File: src/rtl/tpu_result_serializer_if.sv
// -----------------------------------------------------------------------------
// tpu_result_serializer_if
// Bundles the result handshake and serial output of the tinytpu result
// serializer.
//   res_data    N*N*ACC_W  result matrix, element k at [k*ACC_W +: ACC_W]
//   res_valid   1          res_data valid from the systolic array
//   res_ready   1          serializer can accept a frame
//   tx_en       1          bit-rate enable for the serial stream
//   data_out_z  1          serial result bit
//   tx_ready    1          data_out_z carries a frame bit this cycle
//   frame_done  1          one-cycle pulse after the last bit of a frame
// Modports: slave = serializer side, master = array/tester side.
// -----------------------------------------------------------------------------
interface tpu_result_serializer_if #(
  parameter int D_W   = 8,
  parameter int N     = 2,
  parameter int ACC_W = 2 * D_W
);
  localparam int TOTAL = N * N * ACC_W;

  logic [TOTAL-1:0] res_data;
  logic             res_valid;
  logic             res_ready;
  logic             tx_en;
  logic             data_out_z;
  logic             tx_ready;
  logic             frame_done;

  modport slave (
    input  res_data, res_valid, tx_en,
    output res_ready, data_out_z, tx_ready, frame_done
  );

  modport master (
    output res_data, res_valid, tx_en,
    input  res_ready, data_out_z, tx_ready, frame_done
  );
endinterface

File: src/rtl/tpu_result_serializer.sv
// -----------------------------------------------------------------------------
// tpu_result_serializer
// Output stage of the tinytpu datapath. Captures one N x N result matrix in
// parallel and shifts it out one bit per tx_en cycle: element 0 first, then
// ascending k, each element MSB first. tx_ready frames every valid bit and
// frame_done pulses for one cycle after the last bit.
// Ports:
//   clk  rising-edge clock
//   rst  asynchronous, active-high reset (discards any frame in flight)
//   bus  tpu_result_serializer_if.slave (res_data/res_valid/res_ready,
//        tx_en, data_out_z, tx_ready, frame_done)
// All outputs decode from registers only; no input-to-output combinational
// path exists.
// -----------------------------------------------------------------------------
module tpu_result_serializer #(
  parameter int D_W   = 8,
  parameter int N     = 2,
  parameter int ACC_W = 2 * D_W
) (
  input  logic                          clk,
  input  logic                          rst,
  tpu_result_serializer_if.slave        bus
);
  localparam int TOTAL = N * N * ACC_W;
  localparam int CNT_W = $clog2(TOTAL);
  localparam logic [CNT_W-1:0] LAST = CNT_W'(TOTAL - 1);

  typedef enum logic [1:0] {
    IDLE  = 2'd0,
    SHIFT = 2'd1,
    GAP   = 2'd2
  } state_t;

  state_t           state_q, state_d;
  logic [TOTAL-1:0] sr_q, sr_d;
  logic [CNT_W-1:0] cnt_q, cnt_d;

  // Reorder the matrix so the shift register's MSB is always the next wire
  // bit: element 0 lands in the top ACC_W bits, already MSB first, so a plain
  // left shift walks the frame in transmission order.
  function automatic logic [TOTAL-1:0] to_wire_order(input logic [TOTAL-1:0] m);
    logic [TOTAL-1:0] w;
    w = '0;
    for (int k = 0; k < N * N; k++) begin
      w[(N*N-1-k)*ACC_W +: ACC_W] = m[k*ACC_W +: ACC_W];
    end
    return w;
  endfunction

  // State and datapath registers
  always_ff @(posedge clk or posedge rst) begin
    if (rst) begin
      state_q <= IDLE;
      sr_q    <= '0;
      cnt_q   <= '0;
    end else begin
      state_q <= state_d;
      sr_q    <= sr_d;
      cnt_q   <= cnt_d;
    end
  end

  // Next-state and datapath update
  always_comb begin
    state_d = state_q;
    sr_d    = sr_q;
    cnt_d   = cnt_q;
    unique case (state_q)
      IDLE: begin
        if (bus.res_valid) begin
          sr_d    = to_wire_order(bus.res_data);
          cnt_d   = '0;
          state_d = SHIFT;
        end
      end
      SHIFT: begin
        if (bus.tx_en) begin
          sr_d = {sr_q[TOTAL-2:0], 1'b0};
          if (cnt_q == LAST) begin
            // Frame complete; the counter is parked at zero rather than
            // allowed to wrap.
            cnt_d   = '0;
            state_d = GAP;
          end else begin
            cnt_d = cnt_q + CNT_W'(1);
          end
        end
      end
      GAP: begin
        // Single-cycle separator; res_valid seen here is deliberately
        // ignored so a new frame is only taken from IDLE.
        state_d = IDLE;
      end
      default: state_d = IDLE;
    endcase
  end

  // Output decode from registered state only
  always_comb begin
    bus.res_ready  = 1'b0;
    bus.tx_ready   = 1'b0;
    bus.data_out_z = 1'b0;
    bus.frame_done = 1'b0;
    unique case (state_q)
      IDLE:  bus.res_ready = 1'b1;
      SHIFT: begin
        bus.tx_ready   = 1'b1;
        bus.data_out_z = sr_q[TOTAL-1];
      end
      GAP:   bus.frame_done = 1'b1;
      default: bus.res_ready = 1'b0;
    endcase
  end
endmodule

File: src/flat_wrapper.sv
// flat-port wrapper written by rule: the top's interface ports become plain ports
module tpu_result_serializer_flat 
#(
  parameter int D_W   = 8,
  parameter int N     = 2,
  parameter int ACC_W = 2 * D_W
)
  (clk, rst, bus_res_data, bus_res_valid, bus_tx_en, bus_res_ready, bus_data_out_z, bus_tx_ready, bus_frame_done);
  tpu_result_serializer_if #(.D_W(D_W), .N(N), .ACC_W(ACC_W)) bus_i ();
  input  logic clk;
  input  logic rst;
  input wire logic [$bits(bus_i.res_data)-1:0] bus_res_data;
  input wire logic [$bits(bus_i.res_valid)-1:0] bus_res_valid;
  input wire logic [$bits(bus_i.tx_en)-1:0] bus_tx_en;
  output wire logic [$bits(bus_i.res_ready)-1:0] bus_res_ready;
  output wire logic [$bits(bus_i.data_out_z)-1:0] bus_data_out_z;
  output wire logic [$bits(bus_i.tx_ready)-1:0] bus_tx_ready;
  output wire logic [$bits(bus_i.frame_done)-1:0] bus_frame_done;
  assign bus_i.res_data = bus_res_data;
  assign bus_i.res_valid = bus_res_valid;
  assign bus_i.tx_en = bus_tx_en;
  assign bus_res_ready = bus_i.res_ready;
  assign bus_data_out_z = bus_i.data_out_z;
  assign bus_tx_ready = bus_i.tx_ready;
  assign bus_frame_done = bus_i.frame_done;
  tpu_result_serializer #(.D_W(D_W), .N(N), .ACC_W(ACC_W)) u_core (.clk(clk), .rst(rst), .bus(bus_i));
endmodule
File: config.mk
export PLATFORM = sky130hd
export DESIGN_NAME = tpu_result_serializer_flat
export DESIGN_NICKNAME = d
export VERILOG_FILES = /design/src/rtl/tpu_result_serializer_if.sv /design/src/rtl/tpu_result_serializer.sv /design/src/flat_wrapper.sv
export SDC_FILE = /design/constraint.sdc
export NUM_CORES = 1
export LEC_CHECK = 0
export ABC_AREA = 1
export CAP_MARGIN = 30
export CORE_ASPECT_RATIO = 0.7
export CORE_MARGIN = 2
export CORE_UTILIZATION = 30
export CTS_CLUSTER_SIZE = 40
export DETAILED_ROUTE_END_ITERATION = 7
export DONT_BUFFER_PORTS = 1
export GPL_TIMING_DRIVEN = 0
export PLACE_DENSITY = 0.42
export SETUP_SLACK_MARGIN = 0.2
export SYNTH_ARGS = -nofsm -noshare
export SYNTH_HDL_FRONTEND = slang
export SYNTH_SLANG_ARGS = --single-unit
export TNS_END_PERCENT = 30
File: constraint.sdc
create_clock -name clk -period 2.4 [get_ports clk]
set_input_delay 0.12 -clock clk [delete_from_list [all_inputs] [get_ports clk]]
set_output_delay 0.12 -clock clk [all_outputs]
set_load 0.02 [all_outputs]
-- Yosys cells after proc, flatten, opt, wreduce, memory -nomap -nowiden
Cells that the tools add are included.
- logic and storage cells: 29
- input port bits: 68
- bits in registers: 72
- eq/ne operators: 6
- reduce and logical (&&, ||, !) cells: 4
- muxes and demuxes: 15
- add/sub/neg operators: 1
- operators by type and width (cell ; count):
    $mux 64 ; 2
    $pmux 64 s2 ; 1
    $mux 6 ; 3
    $pmux 6 s2 ; 1
    $add 6x1->6 const B ; 1
    $eq 6x6->1 const B ; 1
    $mux 2 ; 3
    $reduce_and 3->1 ; 2
    $mux 1 ; 4
    $ne 2x2->1 const B ; 2
    $pmux 2 s2 ; 1
    $eq 2x1->1 const B ; 1
    $eq 2x2->1 const B ; 1
    $logic_not 2->1 ; 1
    $ne 2x1->1 const B ; 1
    $reduce_bool 2->1 ; 1

-- Depth between registers and ports, before layout
Gate-level depths: netlist of the first run.
- depth after elaboration: 4
- mapped depth: 9

-- Worst setup path after synthesis of the first run
OpenSTA, ideal clock, no wires.
- path type: reg-to-reg
- start: register u_core.state_q[0]
- end: register u_core.sr_q[22]
- buffers on the path: 2
- required time: 2.270 ns
- slack: 0.944 ns
- setup time: 0.130 ns
- arrival time: 1.326 ns
- stages on the path, launching flop included: 7
- path through: dfrtp_1 nor2_2 nand2_1 nand2_2 buf_4 buf_2 o21ai_0
- word-level cells in the longest chain between the ends: 3
- elaborated cells between the ends (all ways): 7
- classes of those cells: 3 x eq/ne; 1 x mux; 3 x reduce/logical
- ends and longest elaborated chain (element ; RTL line ; source):
    start: declaration ; tpu_result_serializer.sv:34 ; state_t state_q, state_d;
    start signal: assignment ; tpu_result_serializer.sv:57 ; state_q <= state_d;
    $eq 2x1->1 / $logic_not 2->1 (equally long branches) ; tpu_result_serializer.sv:68 ; unique case (state_q)
    $ne 2x2->1 (no line) / $reduce_bool 2->1 (equally long branches) ; n/a ;
    $reduce_and 3->1 (no line) ; n/a ;
    end signal: assignment ; tpu_result_serializer.sv:58 ; sr_q <= sr_d;
    end: declaration ; tpu_result_serializer.sv:35 ; logic [TOTAL-1:0] sr_q, sr_d;
Several ways; a longest one is shown, not always the timed one.
A chain may end at the register's enable or synchronous reset.

-- Worst setup path after layout of the first run
- start: register u_core.state_q[0]
- end: output port bus_tx_ready
- word-level cells in the longest chain between the ends: 2
- ends and longest elaborated chain (element ; RTL line ; source):
    $eq 2x1->1 ; tpu_result_serializer.sv:104 ; unique case (state_q)
    $mux 1 ; tpu_result_serializer.sv:104 ;
    end: declaration ; flat_wrapper.sv:17 ; output wire logic [$bits(bus_i.tx_ready)-1:0] bus_tx_ready;
No other way between the ends.

==> summary.txt, run 1 <==
Tmin final -> 1.81 ns
Initial Util -> 31.3%
Crit share post-route -> 75.3%
Initial antenna violation count -> 0
Antenna-violating nets left -> 0
Final hold vios -> 0
Vias -> 3,038
Synth area leaders -> dfrtp_1 51%, o211ai_1 13%, nand2_1 9.0%
Status -> completed
Cell depth of the worst flop-to-flop path -> 6
Fill count -> 1,142
CORE AREA -> 0.0112 sq mm
Slew HR -> 69.4%
CP endpoint kind -> output port
Worst-case clock buffer depth -> 2
Cell Rows -> 32
CP startpoint -> u_core.state_q[0]
Post-CTS setup buffer count -> 0
PortBufs -> 0
Compound-Gate Fraction of Synth Area -> 23.6%
Slew Limit Fails -> 0
Crit start category -> flop
VDD IR max -> 0.439 mV
Slew @ Worst Pin -> 0.459 ns
Critical path class -> reg -> out
Crit path max fanout -> 10
Reg clk slew, reported paths -> 0.05 ns
Pwr/cell area -> 1390 mW/mm^2
Top-area cell type share of the netlist area -> 51.4%
Die Y -> 94.5 um
RSZ-0062 raised after global routing -> no
CP arrival -> 1.69 ns
Most common cell after layout, fill and taps aside -> nand2_1
Clk Latency, worst-skew pair -> 0.33 ns
Mux cell area share after synthesis -> 0%
Routed len/inst -> 13.9 um
Worst r2r src -> u_core.state_q[0]
Fmax -> 554 MHz
FF-to-FF End -> u_core.sr_q[22]
DPL Wire Length -> 5.75 mm
Post-synthesis cell count -> 414
R2r setup slk -> 0.66 ns
Commonest non-fill, non-tap cells in the layout -> 84 x nand2_1, 72 x inv_1, 72 x dfrtp_1
Sink Count -> 72
Nets@finish -> 562
Vias in the first global route -> 3,050
Die W -> 133 um
Max-cap viol count -> 0
Simple-gate area share of the yosys netlist -> 11.9%
Ports -> 72
Worst path required time -> 2.28 ns
Cell type with the largest total area after synthesis -> dfrtp_1
Largest family of logic cells by synthesized area -> compound AO/OA/AOI/OAI gates
Routability congestion estimate -> 0.800
Largest net degree at the start of global routing -> 62
Synth Area in Adders -> 0.357%
DRC -> 0
Fin Hold WS -> 0.110 ns
CTS Buf Count -> 9
Synth warn -> 0
H-tree depth -> 3
#FFs+latches synth -> 72
Cell variety after synth -> 20
Syn nets -> 483
Final Skew -> 0.00702 ns
Dpl ws -> 0.649 ns
Avg Cell Area, Syn -> 8.47 sq um
Share of layout cells above drive strength 1 -> 9.04%
Number of antenna diodes -> 0
GRT overflow -> 0
GRT Util Overall -> 15.5%
End of the critical path -> bus_tx_ready
Sequential share of the synthesized area -> 51.4%
CTS tree -> built
PnR worst setup slack -> 0.594 ns
Initial drt markers -> 176
Die Area -> 0.0126 sq mm
Leakage Power -> 0.00220 uW
Drt first pass iters -> 5
First-pass GRT wire length -> 15.2 mm
XOR/XNOR share of the synthesized area -> 0%
Cell area after synthesis -> 0.00351 sq mm
Final setup violation count -> 0
WL final -> 9.02 mm
Worst hold-check path type -> in -> reg
Vias per inst -> 4.67
Clk root buf -> clkbuf_16
Synth-to-layout area growth -> 34.0%
[how the worst min path moves through the flow]
stage	to	slack (ns)	cells past startpoint	startpoint
6_report	u_core.state_q[1]	0.11	4	bus_tx_en
3_3_place_gp	u_core.sr_q[13]	0.30	2	bus_res_data[61]
3_5_place_dp	u_core.sr_q[31]	-0.07	1	rst
2_1_floorplan	u_core.sr_q[0]	0.27	2	bus_res_data[48]
5_1_grt	u_core.state_q[1]	0.15	4	bus_tx_en
4_1_cts	u_core.state_q[1]	0.1	4	bus_tx_en
[logic make-up (layout without fill, tap and decap cells)]
group	Yosys count	count (layout)
compound gates	134	134
simple gates	104	104
buf+inv	103	187
flops	72	72
fa+ha+maj	1	1
[report_power, final]
group / switching, uW / internal [uW] / leakage (uW) / total, uW
logic: 2050 / 1130 / 0.00117 / 3190
registers: 178 / 1830 / 0.000883 / 2010
clock network: 493 / 858 / 0.000150 / 1350
total: 2720 / 3830 / 0.00220 / 6550
[metrics by stage]
stage                     power (uW)  instance area (sq um)  std cells  util (%)  setup TNS (ns)
final                           6550                   4700        651      41.9               0
after global routing            7240                   4700        651      41.9               0
after CTS                       6620                   4700        651      41.9               0
after detailed placement        5130                   3730        568      33.3               0
after global placement          5070                   3700        567      33.0          -47.99
after floorplan                 4390                   3510        414         -               0
[synth_stat cells (all sizes together)]
master and number:
ha 1, nor2 8, buf 25, a21oi 4
inv 74, dfrtp 72, nand4 1, o211ai 63
o21ai 67, nand2 86, clkbuf 4, nand3 9
[flip-flops by register name, indices dropped and copies added, names as in the netlist]
name and flops:
u_core.cnt_q 6, u_core.state_q 2, u_core.sr_q 64
[critical path, stage by stage (launching register included)]
cell	delay, ns
dfrtp_1	0.42
inv_2	0.06
nor2_4	0.22
buf_2	0.31
buf_2	0.34
[layout make-up]
cell class	instances	area (sq um)	share of cell area, %
Sequential cell	72	1800	38.3
Multi-Input combinational cell	239	1260	26.8
Timing Repair Buffer	68	698	14.9
Inverter	74	280	5.96
Clock buffer	13	260	5.54
Tap cell	153	191	4.07
Buffer	29	169	3.59
Clock inverter	3	40.0	0.852
[metal layers]
layer,global-route usage [%],vias to the layer above,share of wire (%)
met5,0,-,0
met4,5.14,0,1.6
met2,23.4,80,42
met3,4.72,13,5.6
met1,21.2,1420,50
li1,-,1525,-
[timing repair]
action | in CTS | in global routing
endpoints found under the hold margin | 138 | 0
resized for setup | 0 | 0
hold buffers | 67 | 0
No activity file was read; power rests on OpenSTA's default activity.
==> run 2, diff against run 1 <==
Clock period 2.4 ns to 1.69 ns, I/O delays scaled along.
==> run 2 against run 1 <==
Compared with the run above: wire length grew 1.9%; die area unchanged; clock power up 51%; sequential cell count did not move; combinational power is 64% higher; first-iteration DRC count down 14%; largest power group unchanged; via count rose by 2.5%; critical endpoint is now u_core.sr_q[23].
==> summary.txt, run 2 (same netlist as run 1, synthesis figures left out) <==
Die Area -> 0.0126 sq mm
Top reg by flops -> u_core.sr_q
CTS Buf Count -> 9
Status -> completed
Area of the multi-input gates -> 0.00127 sq mm
Synth-to-layout area growth -> 41.0%
VDD IR max -> 0.582 mV
Leakage Power -> 0.00230 uW
Drt first pass iters -> 4
Final setup violation count -> 0
Initial Util -> 31.3%
Number of antenna diodes -> 0
CP endpoint kind -> flop
Vias in the first global route -> 3,076
Crit path max fanout -> 10
Logic pwr share -> 51.4%
Fmax -> 669 MHz
GRT Util Overall -> 15.7%
Clk root buf -> clkbuf_16
Cell-internal power -> 6090 uW
DRC -> 0
CTS tree -> built
Fin util -> 44.1%
Crit share post-route -> 88.5%
Net switching share of the total power -> 39.9%
Nets@finish -> 570
Worst hold-check path type -> in -> reg
Worst path required time -> 1.89 ns
Max FFs per register -> 64
Commonest non-fill, non-tap cells in the layout -> 83 x nand2_1, 72 x inv_1, 70 x dfrtp_1
Switching power -> 4040 uW
Routed len/inst -> 14.0 um
Antenna-violating nets left -> 0
Crit start category -> flop
Top Registers -> u_core.sr_q: 64 flops, u_core.cnt_q: 6 flops, u_core.state_q: 2 flops
Fill count -> 1,140
GRT overflow -> 0
Critical path class -> reg -> reg
Vias per inst -> 4.72
Routability congestion estimate -> 0.783
Slew @ Worst Pin -> 0.444 ns
PortBufs -> 0
First-pass GRT wire length -> 15.5 mm
Reg power frac -> 28.5%
Ports -> 72
Largest net degree at the start of global routing -> 32
CORE AREA -> 0.0112 sq mm
Clk Latency, worst-skew pair -> 0.33 ns
Slew Limit Fails -> 0
FF+latch area -> 0.00180 sq mm
Die Y -> 94.5 um
CP arrival -> 1.70 ns
Reg clk slew, reported paths -> 0.06 ns
Slew HR -> 70.3%
WL final -> 9.19 mm
H-tree depth -> 3
Final hold vios -> 0
Vias -> 3,113
DPL Wire Length -> 5.91 mm
Die W -> 133 um
Clk network pwr share -> 20.1%
Final Skew -> 0.00371 ns
Pwr/cell area -> 2050 mW/mm^2
RSZ-0062 raised after global routing -> yes
Final cell count without fillers -> 659
Fin Hold WS -> 0.0745 ns
Most common cell after layout, fill and taps aside -> nand2_1
Initial antenna violation count -> 0
Initial drt markers -> 151
Tmin final -> 1.50 ns
Power Total -> 10,100 uW
Share of layout cells above drive strength 1 -> 11.9%
Max-cap viol count -> 0
Sink Count -> 72
Worst-case clock buffer depth -> 2
Setup tns final -> 0 ns
Placed cell count -> 569
Cell Rows -> 32
## run 2: cell types whose count changed in the layout (fill, tap and decap cells not counted), sizes merged
| cell | delta |
|---|---|
| buf | +7 |
| clkbuf | +1 |
| clkinv | -1 |
| inv | -1 |
| bufinv | +1 |
| clkinvlp | +1 |
## run 2: final cells by class
type	instances	share of cell area [%]
plain buffers	29	5.64
clock buffers	13	5.06
clock inverters	3	1.31
multi-input cells	239	25.7
well taps	153	3.87
flip-flops and latches	72	36.5
inverters	74	5.69
repair buffers	76	16.3
## run 2: critical path, stage by stage (launching register included)
cell	delay [ns]
dfrtp_2	0.44
inv_2	0.08
nor2_4	0.04
buf_4	0.15
nand2_2	0.08
nand2_4	0.09
buf_8	0.15
buf_8	0.13
o211ai_1	0.08
o21ai_0	0.12
## run 2: final timing paths
| path | from | to | cells after the start | slack [ns] |
|---|---|---|---|---|
| worst max-delay path | u_core.state_q[0] | u_core.sr_q[23] | 9 | 0.19 |
| worst min-delay path | bus_tx_en | u_core.state_q[1] | 4 | 0.07 |
| worst max register to register | u_core.state_q[0] | u_core.sr_q[23] | 9 | 0.19 |
| worst min register to register | u_core.sr_q[44] | u_core.sr_q[44] | 2 | 0.52 |
| max in group asynchronous | rst | u_core.sr_q[16] | 3 | 0.95 |
| min in group asynchronous | rst | u_core.sr_q[50] | 2 | 0.25 |
## run 2: stage by stage
step | instance area, sq um | setup slack [ns]
2_1_floorplan | 3510 | 0.234
3_3_place_gp | 3700 | -0.0577
3_5_place_dp | 3740 | -0.0499
4_1_cts | 4880 | 0.198
5_1_grt | 4950 | 0.100
6_report | 4950 | 0.195
## run 2: timing repair
| item | CTS | global route |
|---|---|---|
| pin swaps | 4 | 3 |
| endpoints found under the hold margin | 138 | 2 |
| resized for setup | 38 | 12 |
| hold buffers | 65 | 2 |
| cloned | 1 | 1 |
| buffers inserted | 5 | 0 |
| endpoints found under the setup margin | 73 | 66 |
## run 2: per-layer routing
layer / routed length, um / GRT usage [%] / vias up
met5: 0 / 0 / -
met4: 144 / 5.32 / 0
met3: 458 / 4.51 / 12
met2: 3940 / 24.0 / 78
met1: 4650 / 21.3 / 1484
li1: - / - / 1539
## run 2: power groups by stage
stage / logic, uW / clock network, uW / registers, uW
after floorplan: 3400 / 0 / 2830
after CTS: 5070 / 2100 / 2890
after global placement: 4320 / 0 / 2880
after detailed placement: 4390 / 0 / 2900
final: 5220 / 2040 / 2880
after global routing: 5930 / 2180 / 2980
